===== src/rtl/mem_ctrl_pkg.sv =====
// Shared definitions for the memory-port arbiter: size codes, port IDs,
// FSM state encodings and the access alignment rule.
package mem_ctrl_pkg;

  localparam logic [1:0] SIZE_WORD = 2'b11;
  localparam logic [1:0] SIZE_HALF = 2'b01;
  localparam logic [1:0] SIZE_BYTE = 2'b00;

  localparam logic PORT_IF = 1'b0;
  localparam logic PORT_DM = 1'b1;

  typedef enum logic [1:0] {
    ST_IDLE   = 2'b00,
    ST_CHECK  = 2'b01,
    ST_ACTIVE = 2'b10,
    ST_DONE   = 2'b11
  } arbState_e;

  // Word needs a 4-byte boundary, halfword a 2-byte boundary; code 10 is never legal.
  function automatic logic isAligned(input logic [1:0] addrLow, input logic [1:0] size);
    logic ok;
    case (size)
      SIZE_WORD: ok = (addrLow == 2'b00);
      SIZE_HALF: ok = (addrLow[0] == 1'b0);
      SIZE_BYTE: ok = 1'b1;
      default:   ok = 1'b0;
    endcase
    return ok;
  endfunction

endpackage


===== src/rtl/rr_grant2.sv =====
// Two-requester alternating-priority grant. reqs[0] is fetch, reqs[1] is data.
// On a tie the requester that was not granted last wins.
module rr_grant2
  import mem_ctrl_pkg::*;
(
  input  logic [1:0] reqs,
  input  logic       lastGrant,
  output logic [1:0] grant,
  output logic       valid
);

  // Pick a single winner; alternate on simultaneous requests.
  always_comb begin
    grant = 2'b00;
    case (reqs)
      2'b01: grant = 2'b01;
      2'b10: grant = 2'b10;
      2'b11: begin
        if (lastGrant == PORT_IF) begin
          grant = 2'b10;
        end else begin
          grant = 2'b01;
        end
      end
      default: grant = 2'b00;
    endcase
    valid = |reqs;
  end

endmodule


===== src/rtl/mem_port_arbiter.sv =====
// Shares the RAM level handshake between instruction fetch and data memory.
// Every RAM-side signal is registered and memFuncActive always returns low
// between transactions so the RAM sees a fresh activation edge per access.
module mem_port_arbiter
  import mem_ctrl_pkg::*;
#(
  parameter int ADDR_W  = 9,
  parameter int DATA_W  = 32,
  parameter int TIMEOUT = 15
)(
  input  logic              Clk,
  input  logic              ResetN,
  input  logic              ifReq,
  input  logic [ADDR_W-1:0] ifAddr,
  output logic              ifDone,
  output logic [DATA_W-1:0] ifData,
  output logic              ifError,
  input  logic              dmReq,
  input  logic              dmReadWrite,
  input  logic [ADDR_W-1:0] dmAddr,
  input  logic [DATA_W-1:0] dmDataIn,
  input  logic [1:0]        dmDataSize,
  output logic              dmDone,
  output logic [DATA_W-1:0] dmDataOut,
  output logic              dmError,
  output logic              memFuncActive,
  output logic              readWrite,
  output logic [ADDR_W-1:0] address,
  output logic [DATA_W-1:0] dataIn,
  output logic [1:0]        dataSize,
  input  logic              memFuncComplete,
  input  logic [DATA_W-1:0] dataOut,
  output logic              busy
);

  localparam logic [DATA_W-1:0] MASK_BYTE = {{(DATA_W-8){1'b0}}, 8'hFF};
  localparam logic [DATA_W-1:0] MASK_HALF = {{(DATA_W-16){1'b0}}, 16'hFFFF};
  localparam logic [7:0]        TMO_LAST  = 8'(TIMEOUT - 1);

  arbState_e         state_r, nextState_s;
  logic              lastGrant_r, lastGrant_s;
  logic              port_r, port_s;
  logic [ADDR_W-1:0] addr_r, addr_s;
  logic [DATA_W-1:0] wdata_r, wdata_s;
  logic [1:0]        size_r, size_s;
  logic              rw_r, rw_s;
  logic [7:0]        tmoCnt_r, tmoCnt_s;
  logic              memFuncActive_r, memFuncActive_s;
  logic              readWrite_r, readWrite_s;
  logic [ADDR_W-1:0] address_r, address_s;
  logic [DATA_W-1:0] dataIn_r, dataIn_s;
  logic [1:0]        dataSize_r, dataSize_s;
  logic              ifDone_r, ifDone_s, ifError_r, ifError_s;
  logic              dmDone_r, dmDone_s, dmError_r, dmError_s;
  logic [DATA_W-1:0] ifData_r, ifData_s, dmDataOut_r, dmDataOut_s;
  logic              busy_r, busy_s;
  logic [1:0]        grant_s;
  logic              grantValid_s;
  logic              finish_s, errFlag_s;
  logic [DATA_W-1:0] readMask_s, readData_s;

  rr_grant2 uGrant (
    .reqs      ({dmReq, ifReq}),
    .lastGrant (lastGrant_r),
    .grant     (grant_s),
    .valid     (grantValid_s)
  );

  // Zero-extend the RAM read data according to the latched access size.
  always_comb begin
    readMask_s = {DATA_W{1'b1}};
    case (size_r)
      SIZE_BYTE: readMask_s = MASK_BYTE;
      SIZE_HALF: readMask_s = MASK_HALF;
      default:   readMask_s = {DATA_W{1'b1}};
    endcase
    readData_s = dataOut & readMask_s;
  end

  // Next-state and next-register logic; outputs are computed for the state being entered.
  always_comb begin
    nextState_s     = state_r;
    lastGrant_s     = lastGrant_r;
    port_s          = port_r;
    addr_s          = addr_r;
    wdata_s         = wdata_r;
    size_s          = size_r;
    rw_s            = rw_r;
    tmoCnt_s        = tmoCnt_r;
    memFuncActive_s = memFuncActive_r;
    readWrite_s     = readWrite_r;
    address_s       = address_r;
    dataIn_s        = dataIn_r;
    dataSize_s      = dataSize_r;
    ifData_s        = ifData_r;
    dmDataOut_s     = dmDataOut_r;
    finish_s        = 1'b0;
    errFlag_s       = 1'b0;

    case (state_r)
      ST_IDLE: begin
        if (grantValid_s) begin
          nextState_s = ST_CHECK;
          if (grant_s == 2'b10) begin
            port_s  = PORT_DM;
            addr_s  = dmAddr;
            wdata_s = dmDataIn;
            size_s  = dmDataSize;
            rw_s    = dmReadWrite;
          end else begin
            port_s  = PORT_IF;
            addr_s  = ifAddr;
            wdata_s = {DATA_W{1'b0}};
            size_s  = SIZE_WORD;
            rw_s    = 1'b0;
          end
        end else begin
          nextState_s = ST_IDLE;
        end
      end
      ST_CHECK: begin
        if (!isAligned(addr_r[1:0], size_r)) begin
          nextState_s = ST_DONE;
          finish_s    = 1'b1;
          errFlag_s   = 1'b1;
        end else begin
          nextState_s     = ST_ACTIVE;
          address_s       = addr_r;
          dataIn_s        = wdata_r;
          dataSize_s      = size_r;
          readWrite_s     = rw_r;
          memFuncActive_s = 1'b1;
          tmoCnt_s        = 8'd0;
        end
      end
      ST_ACTIVE: begin
        if (memFuncComplete) begin
          nextState_s     = ST_DONE;
          memFuncActive_s = 1'b0;
          finish_s        = 1'b1;
          if (!rw_r) begin
            if (port_r == PORT_IF) begin
              ifData_s = readData_s;
            end else begin
              dmDataOut_s = readData_s;
            end
          end else begin
            ifData_s = ifData_r;
          end
        end else if (tmoCnt_r == TMO_LAST) begin
          nextState_s     = ST_DONE;
          memFuncActive_s = 1'b0;
          finish_s        = 1'b1;
          errFlag_s       = 1'b1;
          if (port_r == PORT_IF) begin
            ifData_s = {DATA_W{1'b0}};
          end else begin
            dmDataOut_s = {DATA_W{1'b0}};
          end
        end else begin
          tmoCnt_s = tmoCnt_r + 8'd1;
        end
      end
      ST_DONE: begin
        nextState_s = ST_IDLE;
        lastGrant_s = port_r;
      end
      default: begin
        nextState_s     = ST_IDLE;
        memFuncActive_s = 1'b0;
      end
    endcase

    ifDone_s  = finish_s && (port_r == PORT_IF);
    ifError_s = errFlag_s && (port_r == PORT_IF);
    dmDone_s  = finish_s && (port_r == PORT_DM);
    dmError_s = errFlag_s && (port_r == PORT_DM);
    busy_s    = (nextState_s != ST_IDLE);
  end

  // FSM state register.
  always_ff @(posedge Clk) begin
    if (!ResetN) begin
      state_r <= ST_IDLE;
    end else begin
      state_r <= nextState_s;
    end
  end

  // Latched request, timeout counter and all registered outputs.
  always_ff @(posedge Clk) begin
    if (!ResetN) begin
      lastGrant_r     <= PORT_IF;
      port_r          <= PORT_IF;
      addr_r          <= {ADDR_W{1'b0}};
      wdata_r         <= {DATA_W{1'b0}};
      size_r          <= 2'b00;
      rw_r            <= 1'b0;
      tmoCnt_r        <= 8'd0;
      memFuncActive_r <= 1'b0;
      readWrite_r     <= 1'b0;
      address_r       <= {ADDR_W{1'b0}};
      dataIn_r        <= {DATA_W{1'b0}};
      dataSize_r      <= 2'b00;
      ifDone_r        <= 1'b0;
      ifError_r       <= 1'b0;
      dmDone_r        <= 1'b0;
      dmError_r       <= 1'b0;
      ifData_r        <= {DATA_W{1'b0}};
      dmDataOut_r     <= {DATA_W{1'b0}};
      busy_r          <= 1'b0;
    end else begin
      lastGrant_r     <= lastGrant_s;
      port_r          <= port_s;
      addr_r          <= addr_s;
      wdata_r         <= wdata_s;
      size_r          <= size_s;
      rw_r            <= rw_s;
      tmoCnt_r        <= tmoCnt_s;
      memFuncActive_r <= memFuncActive_s;
      readWrite_r     <= readWrite_s;
      address_r       <= address_s;
      dataIn_r        <= dataIn_s;
      dataSize_r      <= dataSize_s;
      ifDone_r        <= ifDone_s;
      ifError_r       <= ifError_s;
      dmDone_r        <= dmDone_s;
      dmError_r       <= dmError_s;
      ifData_r        <= ifData_s;
      dmDataOut_r     <= dmDataOut_s;
      busy_r          <= busy_s;
    end
  end

  assign memFuncActive = memFuncActive_r;
  assign readWrite     = readWrite_r;
  assign address       = address_r;
  assign dataIn        = dataIn_r;
  assign dataSize      = dataSize_r;
  assign ifDone        = ifDone_r;
  assign ifError       = ifError_r;
  assign ifData        = ifData_r;
  assign dmDone        = dmDone_r;
  assign dmError       = dmError_r;
  assign dmDataOut     = dmDataOut_r;
  assign busy          = busy_r;

endmodule


===== config.mk =====
export PLATFORM = sky130hd
export DESIGN_NAME = mem_port_arbiter
export DESIGN_NICKNAME = d
export VERILOG_FILES = /design/src/rtl/mem_ctrl_pkg.sv /design/src/rtl/rr_grant2.sv /design/src/rtl/mem_port_arbiter.sv
export SDC_FILE = /design/constraint.sdc
export NUM_CORES = 1
export LEC_CHECK = 0
export ABC_AREA = 1
export CAP_MARGIN = 20
export CORE_MARGIN = 2
export CORE_UTILIZATION = 35
export DETAILED_ROUTE_END_ITERATION = 8
export SETUP_SLACK_MARGIN = 0.4
export SLEW_MARGIN = 0
export SYNTH_ARGS = -nofsm -noshare
export SYNTH_HDL_FRONTEND = slang
export SYNTH_SLANG_ARGS = --single-unit

===== constraint.sdc =====
create_clock -name Clk -period 1.8 [get_ports Clk]
set_input_delay 0.36 -clock Clk [delete_from_list [all_inputs] [get_ports Clk]]
set_output_delay 0.36 -clock Clk [all_outputs]
set_load 0.02 [all_outputs]

Word level (Yosys, flattened, before mapping)

Cells that the tools add are included.

Flip-flop bits (word level): 170
Bits of input ports: 90
Output and inout port bits: 114
Word-level logic and storage cells: 95

Add/sub/neg operators: 1
Equal/unequal tests: 15
Multiplexer cells: 39
Bitwise operators: 3
Reduce and logical (&&, ||, !) cells: 17

Operators with widths:

| operator                                                               | count |
|---|---|
| 32-bit 2-to-1 mux                                                      | 11 |
| 32-bit one-hot mux with 2 select lines                                 | 1 |
| 32-bit bitwise AND                                                     | 1 |
| 8-bit 2-to-1 mux                                                       | 3 |
| 8-bit one-hot mux with 2 select lines                                  | 1 |
| 2-bit equality test (second input constant)                            | 6 |
| 1-bit 2-to-1 mux                                                       | 12 |
| 4-bit AND reduction                                                    | 3 |
| 9-bit 2-to-1 mux                                                       | 1 |
| 8-bit by 1-bit adder with 8-bit output (second input constant)         | 1 |
| 8-bit by 4-bit equality test with 1-bit output (second input constant) | 1 |
| 2-bit 2-to-1 mux                                                       | 4 |
| 2-bit inequality test (second input constant)                          | 4 |
| 2-bit one-hot mux with 4 select lines                                  | 1 |
| 2-bit by 1-bit equality test with 1-bit output (second input constant) | 3 |
| 2-bit logical NOT                                                      | 3 |
| 1-bit one-hot mux with 2 select lines                                  | 3 |
| 2-bit one-hot mux with 3 select lines                                  | 1 |
| 2-bit nonzero test                                                     | 3 |
| 1-bit logical AND                                                      | 4 |
| 2-bit AND reduction                                                    | 2 |
| 3-bit inequality test (second input constant)                          | 1 |
| 1-bit one-hot mux with 3 select lines                                  | 1 |
| 3-bit AND reduction                                                    | 1 |
| 2 further kinds                                                        | 3 |

Depth between registers and ports, before layout

Word-level depth: 6
Gate-level depth with buffers: 10
Mapped depth without buffers: 9

Cells and area by module

From an unflattened synthesis, not the netlist that was laid out.

Cell total of the unflattened synthesis: 917
Area, all modules: 6856.6 um2

By module, submodules not included:

| module           | times used | cells an instance | area an instance (um2) | seq. area each (um2) |
|---|---|---|---|---|
| mem_port_arbiter | 1          | 911               | 6829.0                 | 3403.3 |
| rr_grant2        | 1          | 6                 | 27.5                   | 0.0 |

Least setup slack after synthesis

Ideal clock, no wire load.

Kind: register to register
From: reg state_r[0]
To: reg tmoCnt_r[1]
Library setup time: 0.116 ns
Arrival: 1.521 ns
Required time: 1.684 ns
Setup slack: 0.163 ns
Stages on the path, launching flop included: 10
Path buffers: 1
Clock period less this slack: 1.637 ns
Cells stage by stage: dfxtp_1 > inv_1 > ha_1 > buf_4 > clkinv_1 > or2_1 > nand2_2 > nand2_4 > o21ai_0 > nor2_1

Word-level cells in the longest chain between the ends: 3
Elaborated cells on any way between the ends: 8
Those cells by class: eq/ne: 5; mux: 1; reduce/logical: 2

Ends and longest elaborated chain:

| what                                                                                         | RTL line                | text |
|---|---|---|
| start, declared                                                                              | mem_port_arbiter.sv:40  | `arbState_e state_r, nextState_s;` |
| start signal, assigned                                                                       | mem_port_arbiter.sv:186 | `state_r <= nextState_s;` |
| 2-bit equality test / 2-bit by 1-bit equality test with 1-bit output (equally long branches) | mem_port_arbiter.sv:100 | `case (state_r)` |
| 2-bit inequality test (no source line) / 2-bit nonzero test (equally long branches)          | --                      |  |
| 4-bit AND reduction (no source line)                                                         | --                      |  |
| end signal, assigned                                                                         | mem_port_arbiter.sv:219 | `tmoCnt_r <= tmoCnt_s;` |
| end, declared                                                                                | mem_port_arbiter.sv:47  | `logic [7:0] tmoCnt_r, tmoCnt_s;` |

Several ways; a longest one is shown, not always the timed one.
A chain may end at the register's enable or synchronous reset.

Final worst setup path

From: reg tmoCnt_r[0]
To: reg ifData_r[8] (netlist: ifData[8])

Word-level cells in the longest chain between the ends: 3

Ends and longest elaborated chain:

| what                                           | RTL line                | text |
|---|---|---|
| 8-bit by 4-bit equality test with 1-bit output | mem_port_arbiter.sv:150 | `end else if (tmoCnt_r == TMO_LAST) begin` |
| 2-bit nonzero test (no source line)            | --                      |  |
| 4-bit AND reduction (no source line)           | --                      |  |
| end signal, assigned                           | mem_port_arbiter.sv:209 | `ifData_r <= {DATA_W{1'b0}};` |
| end signal, assigned                           | mem_port_arbiter.sv:229 | `ifData_r <= ifData_s;` |
| end, declared                                  | mem_port_arbiter.sv:55  | `logic [DATA_W-1:0] ifData_r, ifData_s, dmDataOut_r, dmDataOut_s;` |

No other way between the ends.

==> results.py <==
metrics = {
    "timing": {
        "finClkSkew_ps": 15.6,
        "slew_violations": 0,
        "hold_violations": 0,
        "rsz0062_at_grt": "yes",
        "setup_violations": 0,
        "fmax_mhz": 663,
        "fin_crit_ps": 1510,
        "fin_hold_ws_ps": 460,
        "slew_headroom": 0.688,
        "finalCritPeriodShare": 0.838,
        "finalWorstSetupSlack_ps": 291,
        "tightestPinTransition_ps": 468,
    },
    "floorplan": {
        "design.portCount": 204,
        "fp.dieW_um": 143,
        "die_h_um": 143,
        "floorplan.core_area_um2": 18800,
        "row_count": 50,
        "die_area_um2": 20400,
        "start_util": 0.358,
    },
    "placement": {
        "globalplace.congestion": 0.811,
        "dpl_cell_area_um2": 9200,
        "dp_slack_ps": -24.3,
        "io_buffers": 203,
        "dp_hpwl_mm": 13.0,
        "dpl.cell_count": 1331,
    },
    "route": {
        "wirelength_mm": 22.1,
        "first_pass_iters": 4,
        "vias_per_cell": 4.91,
        "ant_nets": 0,
        "drtIter0Drc": 389,
        "wire_per_inst_um": 15.8,
        "vias": 6876,
        "drc_errors": 0,
    },
    "clock_network": {
        "cts.clk_slew.worst_paths_ps": 70,
        "ctsLongestPathBuffers": 2,
        "numCtsBuffers": 17,
        "hold_buffers": 0,
        "htree_levels": 4,
        "cts_tree": "done",
        "clk-insertion-delay-late_ps": 440,
        "cts-root-buf": "clkbuf_16",
        "cts_num_sinks": 170,
    },
    "yosys": {
        "yosysTopAreaCellShare": 0.505,
        "yosys_warnings": 0,
        "syn_inst": 903,
        "synthTopCellsByArea": "dfxtp_1 (50%), nand2_1 (16%), a21oi_1 (11%)",
        "syn_area_per_cell_um2": 7.47,
        "seq_area_frac_synth": 0.505,
        "syn_nets": 1000,
        "yosysUniqueCellTypes": 27,
        "yosysTopAreaCell": "dfxtp_1",
        "synth_seq_cells": 170,
        "netlist_area_um2": 6740,
    },
    "worst_setup_path": {
        "path_delay_family": "buffers and inverters",
        "cp_num_buf_inv": 3,
        "crit_required_ps": 2100,
        "critical_path_arrival_ps": 1810,
        "r2r_cells": 9,
        "cp-end-kind": "flop",
        "max_stage_delay_ps": 320,
        "r2r-end": "ifData[8]",
        "start_kind": "flop",
        "crit_type": "reg2reg",
        "r2r_start": "tmoCnt_r[0]",
        "crit_chain": "inv_2 -> ha_4 -> nand3_4 -> o21ai_4 -> buf_12 -> nand3_2 -> buf_12 -> nand2_1 -> a21oi_1",
        "path_max_fanout": 32,
        "cp_common_cell": "buf_12",
        "reg2reg_slack_ps": 290,
        "cp_slowest_cell": "dfxtp_2",
    },
    "grt": {
        "grt_overflow": 0,
        "antenna_found_initial": 0,
        "grt_pass1_wl_mm": 31.6,
        "globalRouteTotalUtil": 0.195,
        "grt_max_degree": 86,
        "grt_pass1_vias": 6163,
    },
    "power_and_ir_drop": {
        "total_leakage_power_nw": 4.26,
        "vdd_drop_max_mv": 0.770,
        "power_density_nw_per_um2": 1300,
    },
    "worst_hold_path": {
        "hold_end": "address[6]",
        "hold_path_class": "reg2reg",
        "hold_path_depth": 2,
        "hold_path.startpoint": "addr_r[6]",
    },
    "finish": {
        "layout_commonest_cell": "nand2_1",
        "antenna-diode-count": 0,
        "layout-drive-gt1-share": 0.299,
        "final_util": 0.551,
        "final_cells": 1400,
        "syn_to_final_growth_pct": 53.9,
        "final_cell_mix": "nand2_1 (235), dfxtp_1 (162), a21oi_1 (118)",
        "design_area_um2": 10400,
        "nets": 1224,
    },
    "flow_run": {
        "cap_violations": 0,
    },
    "outcome": {
        "status": "finished clean",
    },
}
[worst max-delay path by stage]
stage               startpoint  cells after the start  slack, ps            end
5_1_grt            tmoCnt_r[0]                      9        200     ifData[16]
3_3_place_gp   memFuncComplete                      7         30  dmDataOut[12]
6_report           tmoCnt_r[0]                      9        290      ifData[8]
2_1_floorplan       state_r[0]                      9        370    tmoCnt_r[0]
3_5_place_dp   memFuncComplete                      7        -20  dmDataOut[12]
4_1_cts             state_r[1]                      7        310      size_r[0]
[flip-flops by register name, summed over array words and instances, names as in the netlist, 2 cells and up]
signal and cells:
dataIn 32, dmDataOut 32, ifData 32, wdata_r 32, addr_r 9, address 9
tmoCnt_r 8, dataSize 2, size_r 2, state_r 2
[metrics by stage]
stage	TNS, ps	total power, mW
after floorplan	0	6.49
after global placement	0	7.95
after detailed placement	-30.2	7.95
after CTS	0	12.1
after global routing	0	14.1
final	0	13.5
[synth_stat cells]
cell type and number:
buf_1 1, nand2_4 1, or2_1 1, o21ai_2 1
o21ai_0 15, a31oi_1 9, a211oi_1 1, nand3_1 18
nand2_1 286, nor3_1 2, nand2_2 2, o21ai_1 2
inv_1 50, buf_4 1, nand3_2 2, dfxtp_1 170
o31ai_1 1, clkinv_1 4, nor2_1 50, ha_1 7
buf_6 6, nand4_1 64, clkbuf_1 43, buf_2 13
a21oi_1 151, xnor2_1 1, inv_2 1
[final cells by class]
class	count	area, um2
repair buffers	267	2400
clock buffers	17	425
flip-flops and latches	170	3420
fillers	1822	8450
clock inverters	15	185
well taps	260	325
multi-input cells	616	3370
inverters	55	244
[worst register-to-register path, delay by kind of cell, from the launching register on]
kind	cells	cell delay [ps]
DFF	1	320
buffers and inverters	3	400
and+or+nand+nor	3	260
AOI/OAI and AO/OA	2	250
adders and majority gates	1	140
[what timing repair did]
| item | 4_1_cts | 5_1_grt |
|---|---|---|
| setup buffers | 14 | 5 |
| endpoints found under the setup margin | 277 | 179 |
| cloned | 4 | 14 |
| resized for setup | 475 | 162 |
| pin swaps | 8 | 28 |
[power by group]
| part | internal, mW | switching (mW) |
|---|---|---|
| clock | 1.90 | 1.85 |
| combinational | 2.25 | 2.96 |
| sequential | 4.20 | 0.331 |
[per-layer routing]
metal | part of all wire | global-route usage
met2 | 0.47 | 0.310
met4 | 0.010 | 0.0511
met3 | 0.070 | 0.0597
met5 | 0 | 0
met1 | 0.45 | 0.257
[cell families after synthesis]
group,synth area share
DFF,0.505
adders and majority gates,0.0130
buffers and inverters,0.0759
and+or+nand+nor,0.269
xor gates and xnor gates,0.00130
AOI/OAI and AO/OA,0.137
Note: power is estimated with default switching activity, not from simulation.
